## config.mk

```make
export PLATFORM = sky130hd
export DESIGN_NAME = stage_sequencer
export DESIGN_NICKNAME = d
export VERILOG_FILES = /design/src/rtl/stage_sequencer_pkg.sv /design/src/rtl/stage_sequencer_ack_watchdog.sv /design/src/rtl/stage_sequencer.sv
export SDC_FILE = /design/constraint.sdc
export NUM_CORES = 1
export LEC_CHECK = 0
export ABC_AREA = 0
export CORE_AREA = 4 4 91 93
export CTS_BUF_LIST = sky130_fd_sc_hd__clkbuf_16
export CTS_CLUSTER_DIAMETER = 200
export CTS_CLUSTER_SIZE = 8
export DETAILED_ROUTE_END_ITERATION = 10
export DIE_AREA = 0 0 95 97
export GPL_TIMING_DRIVEN = 1
export MAX_ROUTING_LAYER = met4
export PLACE_DENSITY = 0.85
export SLEW_MARGIN = 25
export SYNTH_ARGS = -nofsm -noshare
export SYNTH_HDL_FRONTEND = slang
export SYNTH_SLANG_ARGS = --single-unit
```

## constraint.sdc

```tcl
create_clock -name CLK -period 5.6 [get_ports CLK]
set_input_delay 0.56 -clock CLK [delete_from_list [all_inputs] [get_ports CLK]]
set_output_delay 0.56 -clock CLK [all_outputs]
set_load 0.02 [all_outputs]
```

## src/rtl/stage_sequencer_pkg.sv

```systemverilog
// stage_sequencer_pkg
//   Shared definitions for the Y86 SEQ stage sequencer: icode values, FSM
//   state encodings, processor status codes and the icode classification
//   helpers (which instructions touch data memory, which write back, which
//   write to memory).
package stage_sequencer_pkg;

    // Y86 instruction codes
    localparam logic [3:0] I_HALT   = 4'h0;
    localparam logic [3:0] I_NOP    = 4'h1;
    localparam logic [3:0] I_RRMOVL = 4'h2;
    localparam logic [3:0] I_IRMOVL = 4'h3;
    localparam logic [3:0] I_RMMOVL = 4'h4;
    localparam logic [3:0] I_MRMOVL = 4'h5;
    localparam logic [3:0] I_OPL    = 4'h6;
    localparam logic [3:0] I_JXX    = 4'h7;
    localparam logic [3:0] I_CALL   = 4'h8;
    localparam logic [3:0] I_RET    = 4'h9;
    localparam logic [3:0] I_PUSHL  = 4'hA;
    localparam logic [3:0] I_POPL   = 4'hB;

    typedef enum logic [3:0] {
        ST_IDLE      = 4'd0,
        ST_FETCH     = 4'd1,
        ST_DECODE    = 4'd2,
        ST_EXECUTE   = 4'd3,
        ST_MEMORY    = 4'd4,
        ST_WRITEBACK = 4'd5,
        ST_PCUPD     = 4'd6,
        ST_HALTED    = 4'd7,
        ST_FAULT     = 4'd8
    } state_e;

    typedef enum logic [1:0] {
        STAT_AOK = 2'd0,
        STAT_HLT = 2'd1,
        STAT_ADR = 2'd2,
        STAT_INS = 2'd3
    } stat_e;

    // Anything above POPL is not a Y86 instruction.
    function automatic logic is_valid_icode(input logic [3:0] ic);
        return (ic <= I_POPL);
    endfunction

    // Instructions that need a data memory access.
    function automatic logic mem_needed(input logic [3:0] ic);
        case (ic)
            I_RMMOVL, I_MRMOVL, I_CALL, I_RET, I_PUSHL, I_POPL: return 1'b1;
            I_HALT, I_NOP, I_RRMOVL, I_IRMOVL, I_OPL, I_JXX:     return 1'b0;
            default:                                             return 1'b0;
        endcase
    endfunction

    // Instructions that write a register in the write-back stage.
    function automatic logic wb_needed(input logic [3:0] ic);
        case (ic)
            I_RRMOVL, I_IRMOVL, I_MRMOVL, I_OPL,
            I_CALL, I_RET, I_PUSHL, I_POPL:                      return 1'b1;
            I_HALT, I_NOP, I_RMMOVL, I_JXX:                      return 1'b0;
            default:                                             return 1'b0;
        endcase
    endfunction

    // Data memory accesses that are writes; all others are reads.
    function automatic logic mem_write(input logic [3:0] ic);
        case (ic)
            I_RMMOVL, I_CALL, I_PUSHL: return 1'b1;
            default:                   return 1'b0;
        endcase
    endfunction

endpackage

```

## src/rtl/stage_sequencer_ack_watchdog.sv

```systemverilog
// ack_watchdog
//   Counts wait cycles while a memory request is outstanding and flags when
//   the allowed number of wait cycles has been used up.
// Ports:
//   clk_i      clock, rising edge
//   rst_ni     asynchronous active-low reset
//   clear_i    restart the count (held while no request is outstanding)
//   en_i       a request cycle is in progress
//   timeout_o  high in the cycle that is ACK_TIMEOUT wait cycles after the
//              first request cycle; without an ack in that cycle the request
//              has exceeded its budget
module ack_watchdog #(
    parameter int ACK_TIMEOUT = 15
) (
    input  logic clk_i,
    input  logic rst_ni,
    input  logic clear_i,
    input  logic en_i,
    output logic timeout_o
);

    localparam int CW = (ACK_TIMEOUT < 1) ? 1 : $clog2(ACK_TIMEOUT + 1);
    localparam logic [CW-1:0] LIMIT = CW'(ACK_TIMEOUT);

    logic [CW-1:0] cnt_q;
    logic [CW-1:0] cnt_d;

    // The first request cycle sees cnt_q = 0, so cnt_q is the number of
    // wait cycles already spent before the current one. Saturates at LIMIT.
    always_comb begin
        cnt_d = cnt_q;
        if (clear_i) begin
            cnt_d = '0;
        end else if (en_i && (cnt_q != LIMIT)) begin
            cnt_d = cnt_q + 1'b1;
        end
    end

    always_ff @(posedge clk_i or negedge rst_ni) begin
        if (!rst_ni) begin
            cnt_q <= '0;
        end else begin
            cnt_q <= cnt_d;
        end
    end

    assign timeout_o = (cnt_q == LIMIT);

endmodule

```

## src/rtl/stage_sequencer.sv

```systemverilog
// stage_sequencer
//   Multi-cycle control FSM for the Y86 SEQ core. Steps one instruction at a
//   time through FETCH, DECODE, EXECUTE, MEMORY, WRITEBACK and PCUPD, skipping
//   MEMORY/WRITEBACK when the icode does not need them, and reports status.
// Ports:
//   CLK, RST_N           clock (rising edge), async active-low reset
//   run                  start request, sampled in IDLE
//   icode, imem_ack      fetched instruction code, valid while imem_ack = 1
//   dmem_ack, dmem_err   data memory completion / address error
//   imem_req             high in every FETCH cycle
//   dmem_req, dmem_wr    high in every MEMORY cycle; dmem_wr = store access
//   decode_en, exec_en,
//   wb_en, pc_we         one-cycle stage enables
//   stat                 AOK / HLT / ADR / INS
//   busy                 high outside IDLE, HALTED and FAULT
//   cycle_cnt            cycles with busy = 1 (wraps)
//   instr_cnt            retired instructions (wraps)
//
// Handshake: a request (imem_req / dmem_req) stays high from the first
// cycle of its state until the memory answers; the answer is taken in any
// cycle the request is high, and the request drops in the following cycle.
// If no answer arrives within ACK_TIMEOUT wait cycles the core faults with
// ADR. dmem_err is only looked at while dmem_req is high and beats dmem_ack.
module stage_sequencer
    import stage_sequencer_pkg::*;
#(
    parameter int CNT_WID     = 32,
    parameter int ACK_TIMEOUT = 15
) (
    input  logic               CLK,
    input  logic               RST_N,
    input  logic               run,
    input  logic [3:0]         icode,
    input  logic               imem_ack,
    input  logic               dmem_ack,
    input  logic               dmem_err,
    output logic               imem_req,
    output logic               dmem_req,
    output logic               dmem_wr,
    output logic               decode_en,
    output logic               exec_en,
    output logic               wb_en,
    output logic               pc_we,
    output logic [1:0]         stat,
    output logic               busy,
    output logic [CNT_WID-1:0] cycle_cnt,
    output logic [CNT_WID-1:0] instr_cnt
);

    state_e             state_q, state_d;
    stat_e              stat_q, stat_d;
    logic [3:0]         icode_q;
    logic               imem_req_q, dmem_req_q, dmem_wr_q;
    logic               decode_en_q, exec_en_q, wb_en_q, pc_we_q, busy_q;
    logic [CNT_WID-1:0] cycle_cnt_q, instr_cnt_q;

    logic wait_state;
    logic ack_timeout;

    assign wait_state = (state_q == ST_FETCH) || (state_q == ST_MEMORY);

    // Holding clear outside the wait states means the counter is zero on
    // every entry to FETCH or MEMORY.
    ack_watchdog #(
        .ACK_TIMEOUT(ACK_TIMEOUT)
    ) u_ack_watchdog (
        .clk_i    (CLK),
        .rst_ni   (RST_N),
        .clear_i  (!wait_state),
        .en_i     (wait_state),
        .timeout_o(ack_timeout)
    );

    always_comb begin
        state_d = state_q;
        stat_d  = stat_q;
        case (state_q)
            ST_IDLE: begin
                if (run) state_d = ST_FETCH;
            end
            ST_FETCH: begin
                // An ack in the last allowed cycle still counts.
                if (imem_ack) begin
                    if (!is_valid_icode(icode)) begin
                        state_d = ST_FAULT;
                        stat_d  = STAT_INS;
                    end else begin
                        state_d = ST_DECODE;
                    end
                end else if (ack_timeout) begin
                    state_d = ST_FAULT;
                    stat_d  = STAT_ADR;
                end
            end
            ST_DECODE: state_d = ST_EXECUTE;
            ST_EXECUTE: begin
                if (mem_needed(icode_q))     state_d = ST_MEMORY;
                else if (wb_needed(icode_q)) state_d = ST_WRITEBACK;
                else                         state_d = ST_PCUPD;
            end
            ST_MEMORY: begin
                if (dmem_err) begin
                    state_d = ST_FAULT;
                    stat_d  = STAT_ADR;
                end else if (dmem_ack) begin
                    state_d = wb_needed(icode_q) ? ST_WRITEBACK : ST_PCUPD;
                end else if (ack_timeout) begin
                    state_d = ST_FAULT;
                    stat_d  = STAT_ADR;
                end
            end
            ST_WRITEBACK: state_d = ST_PCUPD;
            ST_PCUPD: begin
                if (icode_q == I_HALT) begin
                    state_d = ST_HALTED;
                    stat_d  = STAT_HLT;
                end else begin
                    state_d = ST_FETCH;
                end
            end
            default: state_d = state_q;  // HALTED and FAULT are sticky
        endcase
    end

    // Outputs are decoded from the next state so they line up with the
    // state they belong to while staying registered.
    always_ff @(posedge CLK or negedge RST_N) begin
        if (!RST_N) begin
            state_q     <= ST_IDLE;
            stat_q      <= STAT_AOK;
            icode_q     <= '0;
            imem_req_q  <= 1'b0;
            dmem_req_q  <= 1'b0;
            dmem_wr_q   <= 1'b0;
            decode_en_q <= 1'b0;
            exec_en_q   <= 1'b0;
            wb_en_q     <= 1'b0;
            pc_we_q     <= 1'b0;
            busy_q      <= 1'b0;
            cycle_cnt_q <= '0;
            instr_cnt_q <= '0;
        end else begin
            state_q     <= state_d;
            stat_q      <= stat_d;
            if ((state_q == ST_FETCH) && imem_ack) begin
                icode_q <= icode;
            end
            imem_req_q  <= (state_d == ST_FETCH);
            dmem_req_q  <= (state_d == ST_MEMORY);
            dmem_wr_q   <= (state_d == ST_MEMORY) && mem_write(icode_q);
            decode_en_q <= (state_d == ST_DECODE);
            exec_en_q   <= (state_d == ST_EXECUTE);
            wb_en_q     <= (state_d == ST_WRITEBACK);
            pc_we_q     <= (state_d == ST_PCUPD);
            busy_q      <= (state_d != ST_IDLE) && (state_d != ST_HALTED) &&
                           (state_d != ST_FAULT);
            cycle_cnt_q <= cycle_cnt_q + CNT_WID'(busy_q);
            // Retire when leaving PCUPD; the count shows up the cycle after pc_we.
            if (state_q == ST_PCUPD) begin
                instr_cnt_q <= instr_cnt_q + 1'b1;
            end
        end
    end

    assign imem_req  = imem_req_q;
    assign dmem_req  = dmem_req_q;
    assign dmem_wr   = dmem_wr_q;
    assign decode_en = decode_en_q;
    assign exec_en   = exec_en_q;
    assign wb_en     = wb_en_q;
    assign pc_we     = pc_we_q;
    assign stat      = stat_q;
    assign busy      = busy_q;
    assign cycle_cnt = cycle_cnt_q;
    assign instr_cnt = instr_cnt_q;

endmodule
```

# Yosys cells after proc, flatten, opt, wreduce, memory -nomap -nowiden
# Memory sizes are Yosys's and may differ from the RTL's.
# Index checks and enable logic that the tools add are counted.
[op_classes] addsub=3 mul=0 n_div=0 n_lt_le_gt_ge=1 eq_ne=23 shifts=0 n_mux=27 bitwise_logic=0 n_reduce_logical=12
[ops] cell="32-bit by 1-bit adder with 32-bit output" n=1
[ops] cell="32-bit by 1-bit adder with 32-bit output (second input constant)" n=1
[ops] cell="4-bit 2-to-1 mux" n=8
[ops] cell="4-bit by 3-bit equality test with 1-bit output (second input constant)" n=7
[ops] cell="4-bit case mux with 7 select lines" n=1
[ops] cell="2-bit 2-to-1 mux" n=9
[ops] cell="4-bit by 2-bit equality test with 1-bit output (second input constant)" n=4
[ops] cell="4-bit equality test (second input constant)" n=3
[ops] cell="4-bit by 1-bit equality test with 1-bit output (second input constant)" n=2
[ops] cell="4-bit logical NOT" n=2
[ops] cell="4-bit inequality test (second input constant)" n=2
[ops] cell="1-bit 2-to-1 mux" n=7
[ops] cell="3-bit inequality test (second input constant)" n=2
[ops] cell="2-bit case mux with 3 select lines" n=1
[ops] cell="1-bit logical AND" n=5
[ops] cell="4-bit by 1-bit adder with 4-bit output (second input constant)" n=1
[ops] cell="4-bit less-or-equal comparator (second input constant)" n=1
[ops] cell="2-bit inequality test (second input constant)" n=2
[ops] cell="4-bit by 3-bit inequality test with 1-bit output (second input constant)" n=1
[ops] cell="4-bit AND reduction" n=1
[ops] cell="4-bit nonzero test" n=1
[ops] cell="3-bit 2-to-1 mux" n=1
[ops] cell="3-bit nonzero test" n=1
[ops] cell="3-bit OR reduction" n=1
[ops] cell="1-bit logical OR" n=1
[word_totals] regBits=86 latch_bits=0 ram_bits=0 romBits=48 output_inout_bits=74 elab_cells=83 memories=3
[mem_list] memory="(no name shown)" depth=16 width=1 rd=1 rd_clocked_by_memory_dff=0 wr=0 line="stage_sequencer_pkg.sv:48" source="case (ic)"
[mem_list] memory="(no name shown)" depth=16 width=1 rd=1 rd_clocked_by_memory_dff=0 wr=0 line="stage_sequencer_pkg.sv:57" source="case (ic)"
[mem_list] memory="(no name shown)" depth=16 width=1 rd=1 rd_clocked_by_memory_dff=0 wr=0 line="stage_sequencer_pkg.sv:57"

# Depth between registers and ports, before layout
# An unclocked memory read counts as a cell.
[depth] ltp_word=11 ltp_mapped=7 mapped_depth_nobuf=7

# Hierarchy
# Synthesis repeated with hierarchy kept, for this count alone.
[hier_totals] cells_unflattened=372 area_unflattened_um2=4057.6
[by_module_without_submodules] mod="stage_sequencer" instances=1 cells_each=352 area_per_inst_um2=3828.7 seq_area_each_um2=2052.0
[by_module_without_submodules] mod="ack_watchdog" instances=1 cells_each=20 area_per_inst_um2=229.0 seq_area_each_um2=100.1

# Least setup slack after synthesis
# No wires, ideal clock.
[synth_path] kind="register -> register" from="register instr_cnt_q[8] (netlist: instr_cnt[8])" to="register instr_cnt_q[31] (netlist: instr_cnt[31])" setup_time_ns=0.128 t_arrival_ns=1.671 slack_ns=3.801 path_stages_with_launch=6 path_buffers=0 path_cell_list="dfrtp_1 nand4_1 nor4_4 and3_1 nand4_1 xnor2_1"
[synth_via] elab_chain_len=1
[synth_rtl] element="start, declared" line="stage_sequencer.sv:55" source="logic [CNT_WID-1:0] cycle_cnt_q, instr_cnt_q;"
[synth_rtl] element="start signal, assigned" line="stage_sequencer.sv:160" source="instr_cnt_q <= instr_cnt_q + 1'b1;"
[synth_rtl] element="32-bit by 1-bit adder with 32-bit output" line="stage_sequencer.sv:160"
# Every way passes these cells.
# A chain may end at the register's enable or synchronous reset.

# Final worst setup path
[layout_path] from="register state_q[3]" to="register instr_cnt_q[14] (netlist: instr_cnt[14])"
[layout_via] elab_chain_len=1
[layout_rtl] element="start, declared" line="stage_sequencer.sv:50" source="state_e state_q, state_d;"
[layout_rtl] element="start signal, assigned" line="stage_sequencer.sv:143" source="state_q <= state_d;"
[layout_rtl] element="4-bit by 3-bit equality test with 1-bit output" line="stage_sequencer.sv:159" source="if (state_q == ST_PCUPD) begin"
# Every way passes these cells.

==> impl_metrics.toml <==
[logic_synthesis]
synthMostInstantiatedCell = "dfrtp_1"
ys.warnings.count = 0
synth-main-ff-cell = "dfrtp_1"
ys_seq_elements = 86
muxShareOfSynthArea_pct = 1.92
synth-compound-area-share_pct = 4.46
ys_types = 46
synth_seq_area_share_pct = 54.0
synth_xor_area_share_pct = 13.9
synth_common_cells = "dfrtp_1, xnor2_1, nand2_1"
synth-edff-count = 0
yosys-top-cells-area = "dfrtp_1, xnor2_1, xor2_1"
syn_inst = 361
synth_top_family_by_area = "simple AND/OR/NAND/NOR gates"
yosys.area_share.simple_pct = 22.2
syn_area_um2 = 3980
syn_area_per_cell_um2 = 11.0
synth_top_area_share_pct = 54.0
syn-num-nets = 377
yosysTopAreaCell = "dfrtp_1"
async_flop_share_pct = 100
synth_fa_ha_area_share_pct = 1.89

[finish]
diodes = 0
syn_to_final_growth_pct = 30.1
multi_input_area_um2 = 1770
drive_above_1_share_pct = 5.33
seq_area_um2 = 2150
fin_nets = 461
finalInstanceArea_um2 = 5180
nFillCells = 610

[detailed_routing]
dr_wl_met2_um = 4240
dr.max_layer_used = "met4"
via_per_inst = 5.45
drt_iter0_drc = 100
drt-met1-wl_um = 3600
routed-wl-met3_um = 422
avgRoutedWirePerCell_um = 15.2
drt_first_pass_iters = 4
drtAntennaViolNets = 0
via_count = 3010
wirelength_um = 8410
drc = 0

[placed_design]
hpwl_um = 6150
portBuffers = 83
dpl_cell_area_um2 = 4890
place_congestion = 0.890

[run_status]
status = "completed"

[floorplanning]
io_pins = 84
die_h_um = 97
num_rows = 32
die_w_um = 95
die_area_um2 = 9220
initial_core_util_pct = 52.9
coreArea_um2 = 7530

[sta]
rsz0062_at_grt = "false"
timing.hold.ws_ns = 0.276
final_max_slew_viol_count = 0
tns_ns = 0
worst_pin_slew_ns = 0.759
finalCriticalPeriod_ns = 2.18
max_freq_ghz = 0.459
slew_headroom_pct = 49.4
finalHoldViolCount = 0
fin_crit_sh_pct = 38.9
fin_skew_ns = 0.00683
setup_violations = 0

[critical_path]
critPathKind = "flop to flop"
start_kind = "flop"
reg2reg_depth = 5
r2r-start = "state_q[3]$_DFF_PN0_"
worst_ep_arrival_time_ns = 2.38
timing.rr.end = "instr_cnt[14]$_DFFE_PN0P_"
cp-startpoint = "state_q[3]$_DFF_PN0_"
critPathCaptureType = "flop"
required_ns = 5.80
cp-endpoint = "instr_cnt[14]$_DFFE_PN0P_"
rrSetupSlack_ns = 3.42
critPathMaxFanout = 16

[power_and_ir_drop]
powerDensity_nw_per_um2 = 338
finalPower_mw = 1.75
ir_drop_v = 0.000239
p_leak_nw = 2.27

[clock_network]
clk_root_buffer_cell = "clkbuf_16"
tritoncts = "done"
postCtsHoldBufs = 0
cts.path.max_buffers = 2
clk_latency_ns = 0.32
cts_sinks = 86
htreeDepth = 3
cts-buffers-inserted = 9
clk_pin_slew_ns = 0.06
post-cts-setup-buffer-count = 0
ctsResizeCount = 0

[hold_path]
holdCritPathClass = "input port to asynchronous set/reset pin"

[grt]
track_usage_pct = 19.8
grt_first_pass_wirelength_um = 14100
grt_max_degree = 87
grt_pass1_vias = 3011
grt_overflow = 0
antenna_found_initial = 0

[flow_run]
cap_violations = 0
==> through the flow <==
stage | util [%] | worst slack (ns) | cells
after floorplan | - | 3.80 | 361
after global placement | 65.0 | 3.31 | 536
after detailed placement | 65.0 | 3.18 | 536
after CTS | 68.8 | 3.43 | 552
after global routing | 68.8 | 3.26 | 552
final | 68.8 | 3.42 | 552
==> worst min path at each step <==
stage                                          to  slack, ns               startpoint  depth (start not counted)
final                     cycle_cnt[15]$_DFF_PN0_       0.28                    RST_N                          1
after global routing      cycle_cnt[15]$_DFF_PN0_       0.34                    RST_N                          1
after CTS                 cycle_cnt[13]$_DFF_PN0_       0.47                    RST_N                          1
after detailed placement  cycle_cnt[31]$_DFF_PN0_       0.46  cycle_cnt[31]$_DFF_PN0_                          1
after global placement    cycle_cnt[31]$_DFF_PN0_       0.46  cycle_cnt[31]$_DFF_PN0_                          1
after floorplan                    busy$_DFF_PN0_       0.26                    RST_N                          0
==> layout make-up <==
class                           count  share of cell area, %
Tap cell                          102                   2.46
Timing Repair Buffer               83                   16.1
Clock inverter                      7                   1.14
Clock buffer                        9                   4.35
Sequential cell                    86                   41.5
Inverter                            5                  0.362
Multi-Input combinational cell    260                   34.1
==> cells by family (layout without fill, tap and decap cells) <==
family                     count (synthesis)  in the layout
AOI/OAI and AO/OA                         26             26
adders and majority gates                  6              6
DFF                                       86             86
buffers and inverters                     15            104
muxes                                      7              7
xor gates and xnor gates                  63             63
and+or+nand+nor                          158            158
==> sequential cells by signal (all words and copies together), names as in the netlist <==
name	cells
cycle_cnt	32
instr_cnt	32
icode_q	4
state_q	4
u_ack_watchdog.cnt_q	4
stat	2
busy	1
decode_en	1
dmem_req	1
dmem_wr	1
exec_en	1
imem_req	1
pc_we	1
wb_en	1
==> metal layers <==
metal | vias up | GRT usage [%]
li1 | 1437 | -
met1 | 1474 | 24.1
met2 | 84 | 32.2
met3 | 15 | 4.20
met4 | 0 | 7.77
met5 | - | -
==> worst max-delay path, stage by stage (launching register included) <==
cell and delay [ns]:
dfrtp_1 0.55, and4bb_1 0.56, and4_1 0.40, nand2_2 0.09, or3_1 0.33, xnor2_1 0.14
==> cell usage in the layout (no fill, tap or decap), drive strengths merged, types with 9 or more instances in the layout <==
master and n:
nand2 36, nand4 16, clkbuf 9, and3 12, and4 10, xor2 18
clkdlybuf4s50 82, xnor2 45, dfrtp 86, nand3 25, nor2 24
==> power by group <==
part / switching (mW) / internal, mW / leakage, nW
clock: 0.220 / 0.339 / 0.149
combinational: 0.208 / 0.194 / 0.964
sequential: 0.102 / 0.691 / 1.15
total: 0.530 / 1.22 / 2.27
No activity file was read; power rests on OpenSTA's default activity.
